File: src/rtl/dvs_ravens_pkg.sv
`default_nettype none
// ----------------------------------------------------------------------------
// dvs_ravens_pkg : shared RAVENS packet types and constants
// Rev 1.0
// ----------------------------------------------------------------------------
package dvs_ravens_pkg;

  localparam int RAVENS_PKT_BITS      = 32;
  localparam int RAVENS_BYTES_PER_PKT = RAVENS_PKT_BITS / 8;

  typedef logic [RAVENS_PKT_BITS-1:0] ravens_pkt_t;

  typedef enum logic [0:0] {
    SER_IDLE = 1'b0,
    SER_SEND = 1'b1
  } ser_state_e;

endpackage
`default_nettype wire

File: src/rtl/ravens_pkt_fifo.sv
`default_nettype none
// ----------------------------------------------------------------------------
// ravens_pkt_fifo : synchronous first-word fall-through FIFO
// Rev 1.0
// ----------------------------------------------------------------------------
module ravens_pkt_fifo #(
  parameter int WIDTH = 32,
  parameter int DEPTH = 16
) (
  input  logic                     clk,
  input  logic                     rst_n,
  input  logic                     push,
  input  logic                     pop,
  input  logic [WIDTH-1:0]         din,
  output logic [WIDTH-1:0]         dout,
  output logic                     full,
  output logic                     empty,
  output logic [$clog2(DEPTH):0]   level
);

  localparam int AW = $clog2(DEPTH);
  localparam logic [AW:0] FULL_LVL = (AW+1)'(DEPTH);

  logic [WIDTH-1:0] mem_q [DEPTH];
  logic [AW-1:0]    wr_ptr_q, rd_ptr_q;
  logic [AW:0]      level_q;
  logic             do_push, do_pop;

  assign full    = (level_q == FULL_LVL);
  assign empty   = (level_q == '0);
  assign do_pop  = pop && !empty;
  // A full FIFO still accepts a write when the head leaves on the same edge.
  assign do_push = push && (!full || do_pop);
  assign dout    = mem_q[rd_ptr_q];
  assign level   = level_q;

  always_ff @(posedge clk or negedge rst_n) begin
    if (!rst_n) begin
      wr_ptr_q <= '0;
      rd_ptr_q <= '0;
      level_q  <= '0;
    end else begin
      if (do_push) wr_ptr_q <= wr_ptr_q + 1'b1;
      if (do_pop)  rd_ptr_q <= rd_ptr_q + 1'b1;
      if (do_push && !do_pop)      level_q <= level_q + 1'b1;
      else if (do_pop && !do_push) level_q <= level_q - 1'b1;
    end
  end

  always_ff @(posedge clk) begin
    if (do_push) mem_q[wr_ptr_q] <= din;
  end

endmodule
`default_nettype wire

File: src/rtl/ravens_pkt_tx.sv
`default_nettype none
// ----------------------------------------------------------------------------
// ravens_pkt_tx : captures changed RAVENS packets, buffers and serialises them
// Rev 1.0
// ----------------------------------------------------------------------------
module ravens_pkt_tx
  import dvs_ravens_pkg::*;
#(
  parameter int FIFO_DEPTH    = 16,
  parameter int DROP_CNT_BITS = 16,
  parameter int PKT_BITS      = RAVENS_PKT_BITS
) (
  input  logic                          clk,
  input  logic                          rst_n,
  input  logic [PKT_BITS-1:0]           ravens_pkt,
  output logic [7:0]                    tx_data,
  output logic                          tx_valid,
  input  logic                          tx_ready,
  output logic [$clog2(FIFO_DEPTH):0]   fifo_level,
  output logic                          overflow,
  output logic [DROP_CNT_BITS-1:0]      drop_count
);

  localparam int BYTES = PKT_BITS / 8;
  localparam int IDXW  = (BYTES > 1) ? $clog2(BYTES) : 1;
  localparam logic [IDXW-1:0] LAST_IDX = IDXW'(BYTES - 1);

  ser_state_e               state_q, state_d;
  logic [IDXW-1:0]          idx_q, idx_d;
  logic [PKT_BITS-1:0]      shift_q, shift_d;
  logic [7:0]               tx_data_q, tx_data_d;
  logic                     tx_valid_q, tx_valid_d;
  logic [PKT_BITS-1:0]      prev_q;
  logic                     overflow_q;
  logic [DROP_CNT_BITS-1:0] drop_cnt_q;

  logic                new_pkt, pop, drop;
  logic                fifo_full, fifo_empty;
  logic [PKT_BITS-1:0] fifo_dout;

  assign new_pkt = (ravens_pkt != prev_q);
  // pop is only ever raised with the FIFO non-empty, so it is an effective pop.
  assign drop    = new_pkt && fifo_full && !pop;

  ravens_pkt_fifo #(
    .WIDTH (PKT_BITS),
    .DEPTH (FIFO_DEPTH)
  ) u_fifo (
    .clk   (clk),
    .rst_n (rst_n),
    .push  (new_pkt),
    .pop   (pop),
    .din   (ravens_pkt),
    .dout  (fifo_dout),
    .full  (fifo_full),
    .empty (fifo_empty),
    .level (fifo_level)
  );

  always_comb begin
    state_d    = state_q;
    idx_d      = idx_q;
    shift_d    = shift_q;
    tx_data_d  = tx_data_q;
    tx_valid_d = tx_valid_q;
    pop        = 1'b0;
    unique case (state_q)
      SER_IDLE: begin
        if (!fifo_empty) begin
          pop        = 1'b1;
          idx_d      = '0;
          tx_valid_d = 1'b1;
          tx_data_d  = fifo_dout[PKT_BITS-1 -: 8];
          shift_d    = fifo_dout << 8;
          state_d    = SER_SEND;
        end
      end
      SER_SEND: begin
        if (tx_valid_q && tx_ready) begin
          if (idx_q != LAST_IDX) begin
            idx_d     = idx_q + 1'b1;
            tx_data_d = shift_q[PKT_BITS-1 -: 8];
            shift_d   = shift_q << 8;
          end else if (!fifo_empty) begin
            // Chain straight into the next packet without an idle bubble.
            pop       = 1'b1;
            idx_d     = '0;
            tx_data_d = fifo_dout[PKT_BITS-1 -: 8];
            shift_d   = fifo_dout << 8;
          end else begin
            tx_valid_d = 1'b0;
            state_d    = SER_IDLE;
          end
        end
      end
    endcase
  end

  always_ff @(posedge clk or negedge rst_n) begin
    if (!rst_n) begin
      state_q    <= SER_IDLE;
      idx_q      <= '0;
      shift_q    <= '0;
      tx_data_q  <= '0;
      tx_valid_q <= 1'b0;
      prev_q     <= '0;
      overflow_q <= 1'b0;
      drop_cnt_q <= '0;
    end else begin
      state_q    <= state_d;
      idx_q      <= idx_d;
      shift_q    <= shift_d;
      tx_data_q  <= tx_data_d;
      tx_valid_q <= tx_valid_d;
      if (new_pkt) prev_q <= ravens_pkt;
      if (drop) begin
        overflow_q <= 1'b1;
        if (drop_cnt_q != '1) drop_cnt_q <= drop_cnt_q + 1'b1;
      end
    end
  end

  assign tx_data    = tx_data_q;
  assign tx_valid   = tx_valid_q;
  assign overflow   = overflow_q;
  assign drop_count = drop_cnt_q;

endmodule
`default_nettype wire

File: config.mk
export PLATFORM = sky130hd
export DESIGN_NAME = ravens_pkt_tx
export DESIGN_NICKNAME = d
export VERILOG_FILES = /design/src/rtl/dvs_ravens_pkg.sv /design/src/rtl/ravens_pkt_fifo.sv /design/src/rtl/ravens_pkt_tx.sv
export SDC_FILE = /design/constraint.sdc
export NUM_CORES = 1
export LEC_CHECK = 0
export ABC_AREA = 1
export CAP_MARGIN = 10
export CELL_PAD_IN_SITES_DETAIL_PLACEMENT = 2
export CELL_PAD_IN_SITES_GLOBAL_PLACEMENT = 2
export CORE_MARGIN = 5
export CORE_UTILIZATION = 44
export DETAILED_ROUTE_END_ITERATION = 10
export DONT_BUFFER_PORTS = 1
export PLACE_DENSITY = 0.77
export SYNTH_ARGS = -nofsm -noshare
export SYNTH_HDL_FRONTEND = slang
export SYNTH_SLANG_ARGS = --single-unit
File: constraint.sdc
create_clock -name clk -period 5 [get_ports clk]
set_input_delay 0.5 -clock clk [delete_from_list [all_inputs] [get_ports clk]]
set_output_delay 0.5 -clock clk [all_outputs]
set_load 0.01 [all_outputs]
After elaboration in Yosys (flattened, before gate mapping)
Memory sizes are Yosys's and may differ from the RTL's.
Index checks and enable logic that the tools add are counted.
Storage, ports and cells
  register bits: 106
  bits in writable memories: 512
  input port bits: 35
  output and inout bits: 31
  word-level logic and storage cells: 72
  memories kept: 1
Memory list
  u_fifo.mem_q: words 16, bits a word 32, read ports 1, clocked after memory_dff 0, write ports 1, line ravens_pkt_fifo.sv:24  | logic [WIDTH-1:0] mem_q [DEPTH];
Operators by class
  add/sub/neg operators: 6
  equality and inequality tests: 8
  multiplexer cells: 28
  bitwise logic cells: 1
  reduce and logical (&&, ||, !) cells: 17
Operator list (count)
  $mux 32: 3
  $pmux 32 s2: 1
  $ne 32x32->1: 1
  $mux 8: 3
  $add 16x1->16 const B: 1
  $ne 16x16->1 const B: 1
  $pmux 8 s2: 1
  $mux 1: 11
  $mux 5: 2
  $add 4x1->4 const B: 2
  $logic_and 1x1->1: 7
  $mux 2: 3
  $ne 2x2->1 const B: 3
  $pmux 1 s2: 3
  $add 5x1->5 const B: 1
  $eq 5x5->1 const B: 1
  $logic_not 1->1: 5
  $logic_not 5->1: 1
  $sub 5x1->5 const B: 1
  $ne 2x1->1 const B: 2
  $pmux 2 s2: 1
  $reduce_and 4->1: 1
  $add 2x1->2 const B: 1
  $reduce_and 2->1: 1
  3 further kinds: 3

Longest topological paths before layout
Gate-level depths: netlist of the first run.
  depth in word-level cells: 12
  depth in mapped cells: 21
  mapped depth without buffers: 20

By module
Synthesis of the first run repeated with hierarchy kept, for this count alone.
Second synthesis, totals
  cell total of the unflattened synthesis: 2635
  area, all modules: 26616.8 µm²
Modules (own cells, without submodules)
  ravens_pkt_fifo: times used 1, cells each 2123, area each 22200.0 µm², sequential area each 15700.1 µm²
  ravens_pkt_tx: times used 1, cells each 512, area each 4416.7 µm², sequential area each 2327.2 µm²

Worst setup path after synthesis of the first run
Ideal clock, no wire load.
  path type: input-to-reg
  from: input port ravens_pkt[27]
  to: memory u_fifo.mem_q[2][0] (enable)
  setup time: 461 ps
  arrival: 3495 ps
  required time: 4539 ps
  path slack: 1044 ps
  stages: 12
  buffers on the path: 2
  cells stage by stage: inv_1 -> nand2_1 -> nand2_1 -> nand2_1 -> nor2_1 -> nand2_1 -> nor2_1 -> nand2_1 -> buf_4 -> nand2_2 -> buf_2 -> nor3_1
On the way
  word-level cells in the longest chain between the ends: 4
RTL lines
  from (decl): line ravens_pkt_tx.sv:15  | input logic [PKT_BITS-1:0] ravens_pkt,
  $ne 32x32->1: line ravens_pkt_tx.sv:41  | assign new_pkt = (ravens_pkt != prev_q);
  $logic_and 1x1->1: line ravens_pkt_fifo.sv:33  | assign do_push = push && (!full || do_pop);
  $mux 1: line ravens_pkt_fifo.sv:51  | if (do_push) mem_q[wr_ptr_q] <= din;
  $mux 1 (not written as such): line ravens_pkt_fifo.sv:51
  to (decl): line ravens_pkt_fifo.sv:24
No other way between the ends.

Worst setup path after layout of the first run
  from: register idx_q[0]
  to: register u_fifo.level_q[4] (netlist: u_fifo.level[4])
On the way
  word-level cells in the longest chain between the ends: 10
  elaborated cells on any way between the ends: 13
  those cells by class: 1 x eq/ne; 4 x mux; 8 x reduce/logical
RTL lines
  from (decl): line ravens_pkt_tx.sv:29  | logic [IDXW-1:0] idx_q, idx_d;
  from (signal assigned): line ravens_pkt_tx.sv:111  | idx_q <= idx_d;
  $ne 2x2->1 *: line ravens_pkt_tx.sv:80  | if (idx_q != LAST_IDX) begin
  $mux 1 *: line ravens_pkt_tx.sv:80
  $mux 1 *: line ravens_pkt_tx.sv:79  | if (tx_valid_q && tx_ready) begin
  $pmux 1 s2 *: line ravens_pkt_tx.sv:67  | unique case (state_q)
  $logic_and 1x1->1 *: line ravens_pkt_fifo.sv:31  | assign do_pop = pop && !empty;
  $logic_or 1x1->1 *: line ravens_pkt_fifo.sv:33
  $logic_and 1x1->1 *: line ravens_pkt_fifo.sv:33
  via u_fifo.do_push: line ravens_pkt_fifo.sv:27  | logic do_push, do_pop;
  $logic_not 1->1: line ravens_pkt_fifo.sv:46  | else if (do_pop && !do_push) level_q <= level_q - 1'b1;
  $logic_and 1x1->1: line ravens_pkt_fifo.sv:46
  $reduce_bool 2->1 (no source line)
  to (signal assigned): line ravens_pkt_fifo.sv:45  | if (do_push && !do_pop) level_q <= level_q + 1'b1;
  to (signal assigned): line ravens_pkt_fifo.sv:46
  to (decl): line ravens_pkt_fifo.sv:26  | logic [AW:0] level_q;
The timed path passes the listed nets; every way through them passes the cells marked *.
A chain may end at the register's enable or synchronous reset.

==> metrics.csv, run 1 <==
stage;metric;value;unit
run_status;result of the run;complete, no violations;
worst_setup_path;r2r endpoint;u_fifo.level[4];
worst_setup_path;cell breakdown of the critical path;ha_1, nor2_4, nor2_1, nand2_2, nand2_1, nand2_2, inv_1, ha_1, inv_1, ha_1, a21oi_1, nor2_1, nor2_1, nor2_1, nor2_1, xor2_1;
clock_tree;number of buffers added for setup after CTS;0;
pwr;pwr dens;620;nW/um^2
placed_design;RePlAce Congestion;0.774;
routing;routed metal-1 wire length;35600;um
logic_synthesis;Primary FF master, synth;edfxtp_1;
pwr;switching fraction of total power;0.391;
sta;count of endpoints failing setup in the final report;0;
sta;setup clock skew after layout;0.0177;ns
sta;unrepaired setup endpoints after global routing;no;
logic_synthesis;top cells by area, synth;edfxtp_1 60%, dfrtp_1 10%, nor2_1 6.8%;
worst_setup_path;maximum fanout along the worst path;15;
pwr;switching pwr;0.00694;W
layout;antenna diode count;0;
layout;ratio of cells with drive above 1 in the final layout;0.0805;
clock_tree;Clock Path Buffers;3;
floorplan;die outline width;251;um
routing;Via-to-Cell Ratio;5.94;
worst_setup_path;internal reg-to-reg setup slack;1.69;ns
worst_setup_path;cell with the largest stage delay on the worst path;nor2_4;
flow_run;number of maximum-capacitance violations;0;
pwr;highest ir drop seen on vdd;0.321;mV
min_path;class of the tightest hold or removal check;primary input to register;
clock_tree;clock tree from TritonCTS;done;
routing;mean routed wirelength per cell;29.6;um
clock_tree;Num CTS Buffers;69;
routing;amount of wire on met2 after detailed routing;44400;um
layout;FF/Latch Area;18000;sq um
sta;Post-Route Setup TNS;0;ns
worst_setup_path;startpoint of the worst-slack reg-to-reg timing path;idx_q[0];
floorplan;Die Footprint;63200;sq um
logic_synthesis;cell with the most instances after synthesis;edfxtp_1;
clock_tree;deepest level of the CTS H-tree;3;
logic_synthesis;sequential share of the synthesized area;0.703;
worst_setup_path;crit path capture type;register;
sta;achievable frequency;0.302;GHz
min_path;Hold Crit Start;tx_ready;
worst_setup_path;worst endpoint required time;5.52;ns
sta;measured slew at the worst slew-check pin;1.08;ns
sta;time the final worst path needs with I/O delays and setup;3.31;ns
worst_setup_path;startpoint of the most critical setup path;idx_q[0];
placed_design;post-DP HPWL;47000;um
layout;area used by multi-input combinational logic;6600;sq um
layout;signed area change from the synthesized netlist to the final layout;11.5;%
routing;number of design-rule violations left by the first detailed-router iteration;1377;
clock_tree;Clock Sink Count;618;
global_route;via count of the first global-routing pass;19700;
floorplan;Std-Cell Rows;88;
clock_tree;clock root buffer;clkbuf_16;
pwr;fraction of power consumed by combinational cells;0.321;
floorplan;starting density of the core;0.444;
pwr;Seq pwr share;0.408;
worst_setup_path;most used cell, CP;nor2_1;
pwr;part of the total power dissipated in the clock network;0.271;
worst_setup_path;type of the setup path with the least slack;register to register;
routing;detailed-routing iteration count for the pre-antenna-repair pass;5;
pwr;internal cell power;0.0108;W
sta;Worst slew margin;0.279;
global_route;overflow left after global routing;0;
worst_setup_path;path depth of the worst reg2reg path;16;
worst_setup_path;signal arrival time at the worst endpoint;3.83;ns
worst_setup_path;critical path launch point type;register;
floorplan;standard cell core area;57700;sq um
logic_synthesis;number of library cell types mapped by synthesis;40;
clock_tree;clock latency reported for the late side of the worst-skew pair;0.60;ns
min_path;worst hold path depth;5;
layout;fill count;5660;
layout;net count reported at finish;2226;
logic_synthesis;count of synthesis-stage warnings from yosys;0;
routing;total length of routed met3 wires;5130;um
routing;ANT nets after route;0;
logic_synthesis;number of flops mapped to enable cells by yosys;512;
logic_synthesis;biggest area consumer among synthesized cells;edfxtp_1;
pwr;leakage power total;10.1;nW
floorplan;io pins;66;
floorplan;die extent in y;251;um
routing;vias;17800;
logic_synthesis;most numerous cell types in the synthesized netlist;512 x edfxtp_1, 467 x nor2_1, 216 x nand2_1;
global_route;pin count of the biggest net entering global routing;107;
routing;final WL;88700;um
global_route;wire length of the first global-routing pass;131000;um
placed_design;count of buffers from port buffering;0;
sta;final number of hold-violating endpoints;0;
layout;utilization of the core after routing;0.496;
logic_synthesis;average cell area after synthesis;11.7;sq um
logic_synthesis;area of the mapped netlist;25600;sq um
logic_synthesis;Seq cells post-synth;618;
logic_synthesis;number of standard cells after synthesis;2195;
routing;top routing layer used;met5;
routing;detailed-route DRC error count;0;
logic_synthesis;fraction of registers with async set or reset after synthesis;0.172;
worst_setup_path;slowest stage delay, CP;0.42;ns
min_path;sink of the worst hold path;tx_valid;
logic_synthesis;number of nets produced by synthesis;2242;
sta;Final period util;0.661;
clock_tree;clock-pin transition on the worst setup and hold timing paths;0.06;ns
global_route;initial antenna violation count;3;
logic_synthesis;area share of the largest cell type after synthesis;0.600;
sta;Max Transition Viols Final;0;
global_route;All-Layer GR Usage;0.278;
==> cell usage in the layout, fill, tap and decap left out, types with 4 or more instances in the layout <==
master / n
inv_2: 8
a21oi_1: 21
buf_4: 36
xor2_1: 14
ha_1: 11
nor2_1: 467
o211ai_1: 82
nor2_2: 5
dfrtp_1: 103
clkbuf_1: 19
xnor2_1: 31
o21ai_1: 96
or2_1: 8
o21ai_0: 184
inv_6: 6
clkbuf_16: 71
nand3_1: 151
nor3_2: 17
dlygate4sd3_1: 33
nand2_1: 216
o22ai_1: 6
clkinv_2: 18
nand4_1: 18
clkinv_1: 9
edfxtp_1: 512
inv_1: 58
nor3_1: 4
==> power by group through the flow <==
stage	sequential [W]	clock, W	combinational [W]
after floorplan	0.00705	0	0.00368
after global placement	0.00723	0	0.00515
after detailed placement	0.00732	0	0.00548
after CTS	0.00723	0.00489	0.00570
after global routing	0.00730	0.00513	0.00616
final	0.00724	0.00481	0.00569
==> sequential cells by signal (all words and copies together) (netlist names) <==
register         flops
drop_count          16
idx_q                2
overflow             1
prev_q              32
shift_q             32
state_q              1
tx_data              8
tx_valid             1
u_fifo.level         5
u_fifo.mem_q       512
u_fifo.rd_ptr_q      4
u_fifo.wr_ptr_q      4
==> metrics by stage <==
step	worst slack (ns)	hold WS, ns	total power (W)	instances	cell area (sq um)
after CTS	1.70	0.240	0.0178	3000	28600
final	1.69	0.255	0.0177	3000	28600
after floorplan	1.04	0.204	0.0107	2195	25600
after detailed placement	1.69	0.222	0.0128	2839	26100
after global placement	1.83	0.223	0.0124	2839	26100
after global routing	1.42	0.279	0.0186	3000	28600
==> worst max path at each step <==
stage,end,slack [ns]
floorplan,u_fifo.mem_q[2][0],1.04
global placement,u_fifo.mem_q[12][20],1.83
detailed placement,u_fifo.mem_q[12][20],1.69
CTS,u_fifo.level[4],1.70
global route,u_fifo.level[4],1.42
finish,u_fifo.level[4],1.69
==> cell families after synthesis <==
group | synth area share
XOR/XNOR | 0.0154
AND/OR/NAND/NOR | 0.146
AO/OA/AOI/OAI | 0.0869
buffers and inverters | 0.0427
adder cells (fa/ha/maj) | 0.00615
flip-flops | 0.703
==> per-layer routing <==
metal / track usage / vias up
met2: 0.476 / 577
met5: 0 / -
li1: - / 7658
met1: 0.352 / 9394
met4: 0.110 / 4
met3: 0.0504 / 199
==> what timing repair did <==
action	CTS	global route
hold buffers	34	0
resized for setup	0	0
endpoints found under the hold margin	650	0
==> area by class of cell <==
class / instances / area share
inverters: 67 / 0.00897
flip-flops and latches: 618 / 0.631
well taps: 765 / 0.0335
multi-input cells: 1352 / 0.231
clock inverters: 34 / 0.00718
repair buffers: 71 / 0.0227
clock buffers: 93 / 0.0661
==> worst max-delay path: cells and delay by family (launching register included) <==
family / cells / cell delay, ns
buf+inv: 2 / 0.30
fa+ha+maj: 3 / 0.78
compound gates: 1 / 0.16
xor+xnor: 1 / 0.15
flops: 1 / 0.39
simple gates: 9 / 1.46
No activity file was read; power rests on OpenSTA's default activity.
==> run 2, diff against run 1 <==
clock period = 3.1 ns   (was 5 ns; I/O delays follow)
==> run 2 against run 1 <==
Against the previous run:
- hold slack worse by 0.22 ns
- non-clock buffer count up 15
- global-route usage up 1.3 points
- largest cell class unchanged
- via count up 1.3%
- clock skew up 0.020 ns
==> metrics.csv, run 2 (synthesis results as in run 1) <==
stage;metric;value;unit;change
flow_run;number of maximum-capacitance violations;0;;unchanged
global_route;pin count of the biggest net entering global routing;166;;+55%
sta;achievable frequency;0.350;GHz;+16%
min_path;Hold Crit Start;tx_ready;;
clock_tree;number of buffers added for setup after CTS;0;;unchanged
sta;unrepaired setup endpoints after global routing;no;;
clock_tree;deepest level of the CTS H-tree;3;;unchanged
layout;Largest register FFs;512;;unchanged
sta;final number of hold-violating endpoints;0;;unchanged
clock_tree;clock latency reported for the late side of the worst-skew pair;0.63;ns;+0.03 ns
worst_setup_path;r2r endpoint;u_fifo.level[4];;
layout;most common cell after layout, fill and taps aside;edfxtp_1;;
floorplan;Die Footprint;63200;sq um;unchanged
worst_setup_path;maximum fanout along the worst path;4;;-11
global_route;wire length of the first global-routing pass;136000;um;+3.7%
pwr;pwr dens;1010;nW/um^2;+63%
sta;setup clock skew after layout;0.0376;ns;+0.0199 ns
min_path;worst hold path depth;5;;unchanged
layout;Largest Register;u_fifo.mem_q;;
routing;ANT nets after route;0;;unchanged
global_route;initial antenna violation count;4;;+1
placed_design;RePlAce Congestion;0.786;;+1.5%
layout;highest-count cells in the layout ignoring fill and taps;512 x edfxtp_1, 462 x nor2_1, 213 x nand2_1, 183 x o21ai_0, 151 x nand3_1;;
routing;detailed-route DRC error count;0;;unchanged
floorplan;io pins;66;;unchanged
pwr;leakage power total;10.2;nW;+1.5%
worst_setup_path;path length in cells of the critical path;18;;+2
floorplan;Std-Cell Rows;88;;unchanged
worst_setup_path;path depth of the worst reg2reg path;18;;+2
clock_tree;clock tree from TritonCTS;done;;
placed_design;post-placement setup slack;0.0473;ns;-1.65 ns
worst_setup_path;slowest stage delay, CP;0.41;ns;about the same
worst_setup_path;type of the setup path with the least slack;register to register;;
clock_tree;Clock Path Buffers;3;;unchanged
layout;summed area of non-filler cells in the final layout;29000;sq um;+1.4%
global_route;All-Layer GR Usage;0.291;;+0.0134
min_path;class of the tightest hold or removal check;primary input to register;;
floorplan;starting density of the core;0.444;;unchanged
global_route;via count of the first global-routing pass;20000;;+1.4%
floorplan;die extent in y;251;um;unchanged
sta;Final period util;0.922;;+0.261
worst_setup_path;crit path capture type;register;;
sta;Worst slew margin;0.433;;+0.154
routing;vias;18100;;+1.3%
routing;detailed-routing iteration count for the pre-antenna-repair pass;5;;unchanged
sta;Final Worst Setup Slack;0.242;ns;-1.45 ns
placed_design;post-detailed-placement cell area;26500;sq um;+1.4%
worst_setup_path;startpoint of the worst-slack reg-to-reg timing path;prev_q[0];;
sta;measured slew at the worst slew-check pin;0.851;ns;-0.231 ns
layout;ratio of cells with drive above 1 in the final layout;0.0882;;+0.00766
worst_setup_path;startpoint of the most critical setup path;prev_q[0];;
min_path;sink of the worst hold path;tx_valid;;
floorplan;die outline width;251;um;unchanged
worst_setup_path;critical path launch point type;register;;
worst_setup_path;cell breakdown of the critical path;xnor2_2, nand2_1, nor2_2, nand2_2, nor2_4, nand2_2, nand2_2, inv_1, ha_2, inv_2, ha_1, a21oi_1, nor2_1, nor2_1, nand2_1, nand2_1, nor2_1, xor2_1;;
pwr;highest ir drop seen on vdd;0.570;mV;+77%
worst_setup_path;worst endpoint required time;3.57;ns;-1.95 ns
clock_tree;clock-pin transition on the worst setup and hold timing paths;0.07;ns;about the same
layout;net count reported at finish;2241;;+0.67%
sta;Max Transition Viols Final;0;;unchanged
routing;Via-to-Cell Ratio;6.00;;+0.86%
layout;signed area change from the synthesized netlist to the final layout;13.1;%;
floorplan;standard cell core area;57700;sq um;unchanged
run_status;result of the run;complete, no violations;;
layout;utilization of the core after routing;0.503;;+0.00716
routing;final WL;92700;um;+4.5%
clock_tree;Num CTS Buffers;69;;unchanged
worst_setup_path;internal reg-to-reg setup slack;0.24;ns;-1.45 ns
worst_setup_path;signal arrival time at the worst endpoint;3.33;ns;-0.50 ns
worst_setup_path;cell class contributing the biggest share of worst-path delay;simple AND/OR/NAND/NOR gates;;
clock_tree;clock root buffer;clkbuf_16;;
sta;count of endpoints failing setup in the final report;0;;unchanged
placed_design;count of buffers from port buffering;0;;unchanged
worst_setup_path;number of buffers and inverters on the critical path;2;;unchanged
routing;number of design-rule violations left by the first detailed-router iteration;1681;;+22%
clock_tree;Clock Sink Count;618;;unchanged
routing;mean routed wirelength per cell;30.8;um;+4.0%
worst_setup_path;cell with the largest stage delay on the worst path;dfrtp_1;;
sta;time the final worst path needs with I/O delays and setup;2.86;ns;-0.449 ns
layout;largest registers in the final layout;u_fifo.mem_q: 512 flops, prev_q: 32 flops, shift_q: 32 flops;;
placed_design;post-DP HPWL;48300;um;+2.8%
global_route;overflow left after global routing;0;;unchanged
[run 2: routing by layer]
metal | wire length [um] | vias up | global-route usage
met5 | 15 | - | 0
met4 | 3700 | 2 | 0.122
met3 | 6640 | 193 | 0.0696
met2 | 46400 | 651 | 0.494
met1 | 36000 | 9518 | 0.360
li1 | - | 7699 | -
[run 2: stage by stage]
step	instances	hold slack (ns)	TNS (ns)	power, W
2_1_floorplan	2195	0.0144	-316.76	0.0173
6_report	3013	0.0379	0	0.0294
3_5_place_dp	2854	0.0310	0	0.0211
4_1_cts	3010	0.0242	0	0.0294
3_3_place_gp	2854	0.0314	0	0.0204
5_1_grt	3012	0.101	0	0.0307
[run 2: worst min-delay path, cell delays in order]
cell     delay (ns)
nand2_1        0.07
inv_2          0.06
nand3_1        0.07
nand2_1        0.05
nand2_1        0.05
[run 2: layout make-up]
type | instances | area (sq um)
Clock inverter | 27 | 179
Timing Repair Buffer | 86 | 998
Fill cell | 5605 | 28700
Inverter | 67 | 256
Sequential cell | 618 | 18000
Antenna cell | 3 | 7.51
Tap cell | 765 | 957
Clock buffer | 95 | 1920
Multi-Input combinational cell | 1352 | 6660
[run 2: where the power goes]
part	total, W	internal, W	switching (W)
logic	0.0100	0.00266	0.00737
clock network	0.00791	0.00448	0.00343
registers	0.0114	0.0107	0.000721
total	0.0294	0.0179	0.0115
[run 2: worst max path at each step]
stage / slack [ns] / end
2_1_floorplan: -0.76 / u_fifo.mem_q[4][0]
3_3_place_gp: 0.14 / u_fifo.level[4]
3_5_place_dp: 0.05 / u_fifo.level[4]
4_1_cts: 0.02 / u_fifo.level[4]
5_1_grt: 0.0009 / u_fifo.level[4]
6_report: 0.24 / u_fifo.level[4]
[run 2: what timing repair did]
item,in CTS,in global routing
pin swaps,0,1
gates resized for setup,2,11
endpoints found under the setup margin,2,2
hold endpoints to repair,650,0
hold buffers,34,0
==> run 3, diff against run 2 <==
CAP_MARGIN = 20   (was 10)
CORE_UTILIZATION = 46   (was 44)
CTS_BUF_LIST = sky130_fd_sc_hd__clkbuf_8   (was unset)
PLACE_DENSITY = 0.8   (was 0.77)
==> run 3 against run 2 <==
Against the previous run:
- die area is 4.2% lower
- critical endpoint is now u_fifo.level[3]
- count of clock-buffer cells in the layout is 22 higher
- final cell count is 1.8% higher
==> metrics.csv, run 3 (synthesis results as in run 1) <==
stage;metric;value;unit;change
run_status;result of the run;complete, no violations;;
worst_setup_path;cell with the largest stage delay on the worst path;dfrtp_1;;
sta;Final period util;0.989;;+0.0669
layout;highest-count cells in the layout ignoring fill and taps;512 x edfxtp_1, 458 x nor2_1, 214 x nand2_1, 184 x o21ai_0, 151 x nand3_1;;
layout;Largest register FFs;512;;unchanged
layout;most common cell after layout, fill and taps aside;edfxtp_1;;
pwr;highest ir drop seen on vdd;0.775;mV;+36%
global_route;via count of the first global-routing pass;21000;;+5.0%
floorplan;die extent in y;246;um;-2.1%
worst_setup_path;r2r endpoint;u_fifo.level[3];;
routing;final WL;98700;um;+6.4%
floorplan;die outline width;246;um;-2.1%
layout;Largest Register;u_fifo.mem_q;;
routing;vias;18800;;+4.2%
placed_design;post-DP HPWL;49500;um;+2.5%
floorplan;starting density of the core;0.465;;+0.0201
routing;detailed-route DRC error count;0;;unchanged
placed_design;RePlAce Congestion;0.778;;-0.94%
routing;number of design-rule violations left by the first detailed-router iteration;1755;;+4.4%
layout;net count reported at finish;2276;;+1.6%
pwr;post-layout power;0.0294;W;about the same
worst_setup_path;cell breakdown of the critical path;xnor2_2, nand2_1, nor2_2, nand2_1, nor2_2, nand2_2, nand2_2, inv_2, ha_2, inv_2, ha_1, a21o_1, a21oi_1, inv_1, o21ai_0, a21oi_1, a21oi_1;;
layout;largest registers in the final layout;u_fifo.mem_q: 512 flops, prev_q: 32 flops, shift_q: 32 flops;;
global_route;All-Layer GR Usage;0.324;;+0.0329
layout;signed area change from the synthesized netlist to the final layout;13.2;%;about the same
global_route;initial antenna violation count;7;;+3
sta;Worst slew margin;0.281;;-0.152
placed_design;post-placement setup slack;-0.0607;ns;-0.108 ns
sta;count of endpoints failing setup in the final report;0;;unchanged
routing;ANT nets after route;0;;unchanged
global_route;overflow left after global routing;0;;unchanged
floorplan;standard cell core area;55200;sq um;-4.3%
sta;final number of hold-violating endpoints;0;;unchanged
routing;detailed-routing iteration count for the pre-antenna-repair pass;5;;unchanged
clock_tree;Num CTS Buffers;102;;+48%
floorplan;Std-Cell Rows;86;;-2.3%
worst_setup_path;most used cell, CP;a21oi_1;;
clock_tree;clock root buffer;clkbuf_8;;
sta;measured slew at the worst slew-check pin;1.07;ns;+0.222 ns
global_route;wire length of the first global-routing pass;143000;um;+5.5%
worst_setup_path;slowest stage delay, CP;0.43;ns;+0.02 ns
flow_run;number of maximum-capacitance violations;0;;unchanged
worst_setup_path;type of the setup path with the least slack;register to register;;
worst_setup_path;maximum fanout along the worst path;4;;unchanged
clock_tree;Clock Sink Count;618;;unchanged
clock_tree;deepest level of the CTS H-tree;3;;unchanged
sta;time the final worst path needs with I/O delays and setup;3.07;ns;+0.207 ns
routing;mean routed wirelength per cell;32.2;um;+4.6%
clock_tree;clock latency reported for the late side of the worst-skew pair;0.72;ns;+0.09 ns
routing;Via-to-Cell Ratio;6.14;;+2.4%
layout;utilization of the core after routing;0.526;;+0.0231
layout;ratio of cells with drive above 1 in the final layout;0.113;;+0.0245
pwr;pwr dens;1010;nW/um^2;about the same
worst_setup_path;critical path launch point type;register;;
clock_tree;clock-pin transition on the worst setup and hold timing paths;0.07;ns;about the same
worst_setup_path;worst endpoint required time;3.71;ns;+0.14 ns
clock_tree;clock tree from TritonCTS;done;;
clock_tree;Clock Path Buffers;3;;unchanged
sta;Final Worst Setup Slack;0.0348;ns;-0.207 ns
clock_tree;number of buffers added for setup after CTS;0;;unchanged
worst_setup_path;path depth of the worst reg2reg path;17;;-1
worst_setup_path;signal arrival time at the worst endpoint;3.68;ns;+0.35 ns
sta;Max Transition Viols Final;0;;unchanged
sta;setup clock skew after layout;0.0394;ns;+0.00179 ns
worst_setup_path;internal reg-to-reg setup slack;0.03;ns;-0.21 ns
pwr;leakage power total;10.4;nW;+1.8%
sta;achievable frequency;0.326;GHz;-6.8%
floorplan;Die Footprint;60600;sq um;-4.2%
floorplan;io pins;66;;unchanged
min_path;class of the tightest hold or removal check;primary input to async pin;;
placed_design;count of buffers from port buffering;0;;unchanged
worst_setup_path;startpoint of the worst-slack reg-to-reg timing path;prev_q[28];;
worst_setup_path;crit path capture type;register;;
global_route;pin count of the biggest net entering global routing;207;;+25%
[run 3: area by class of cell]
type	instances	area (sq um)
fill	5306	26200
sequential	618	18000
multi-input combinational	1352	6700
clock buffer	117	1610
timing repair buffer	88	1030
tap	748	936
clock inverter	73	452
inverter	67	256
antenna	3	7.51
[run 3: timing repair]
| action | 4_1_cts | 5_1_grt |
|---|---|---|
| setup endpoints to repair | 2 | 2 |
| hold buffers | 35 | 0 |
| pin swaps | 0 | 3 |
| hold endpoints to repair | 651 | 0 |
| gates resized for setup | 8 | 19 |
[run 3: stage by stage]
stage / hold WS, ns / TNS, ns / std cells / instance area [sq um]
floorplan: 0.0144 / -316.76 / 2195 / 25700
global placement: 0.0319 / 0 / 2836 / 26500
detailed placement: 0.0317 / -0.0870 / 2836 / 26500
CTS: 0.290 / 0 / 3061 / 28900
global route: 0.324 / -0.0444 / 3064 / 29000
finish: 0.316 / 0 / 3066 / 29000
[run 3: worst max-delay path, delay by kind of cell, from the launching register on]
family                   cells  cell delay [ns]
flip-flops                   1             0.43
adder cells (fa/ha/maj)      2             0.45
XOR/XNOR                     1             0.21
AND/OR/NAND/NOR              6             0.83
buffers and inverters        3             0.28
AO/OA/AOI/OAI                5             0.81
[run 3: where the power goes]
part / leakage (nW) / internal, W / switching [W]
combinational: 3.24 / 0.00268 / 0.00763
clock: 1.20 / 0.00394 / 0.00361
sequential: 5.96 / 0.0107 / 0.000808
[run 3: worst max-delay path by stage]
stage	from	endpoint	slack, ns	depth (start not counted)
after detailed placement	prev_q[21]	u_fifo.level[4]	-0.06	20
after floorplan	idx_q[0]	u_fifo.mem_q[4][0]	-0.76	8
after global placement	prev_q[21]	u_fifo.level[4]	0.26	20
after global routing	prev_q[28]	u_fifo.level[3]	-0.04	17
final	prev_q[28]	u_fifo.level[3]	0.03	17
after CTS	prev_q[28]	u_fifo.level[4]	0.03	18
[run 3: metal layers]
metal / part of all wire / GRT usage
met5: 0.00026 / 0
met2: 0.49 / 0.539
met1: 0.37 / 0.392
met4: 0.056 / 0.164
met3: 0.081 / 0.0841
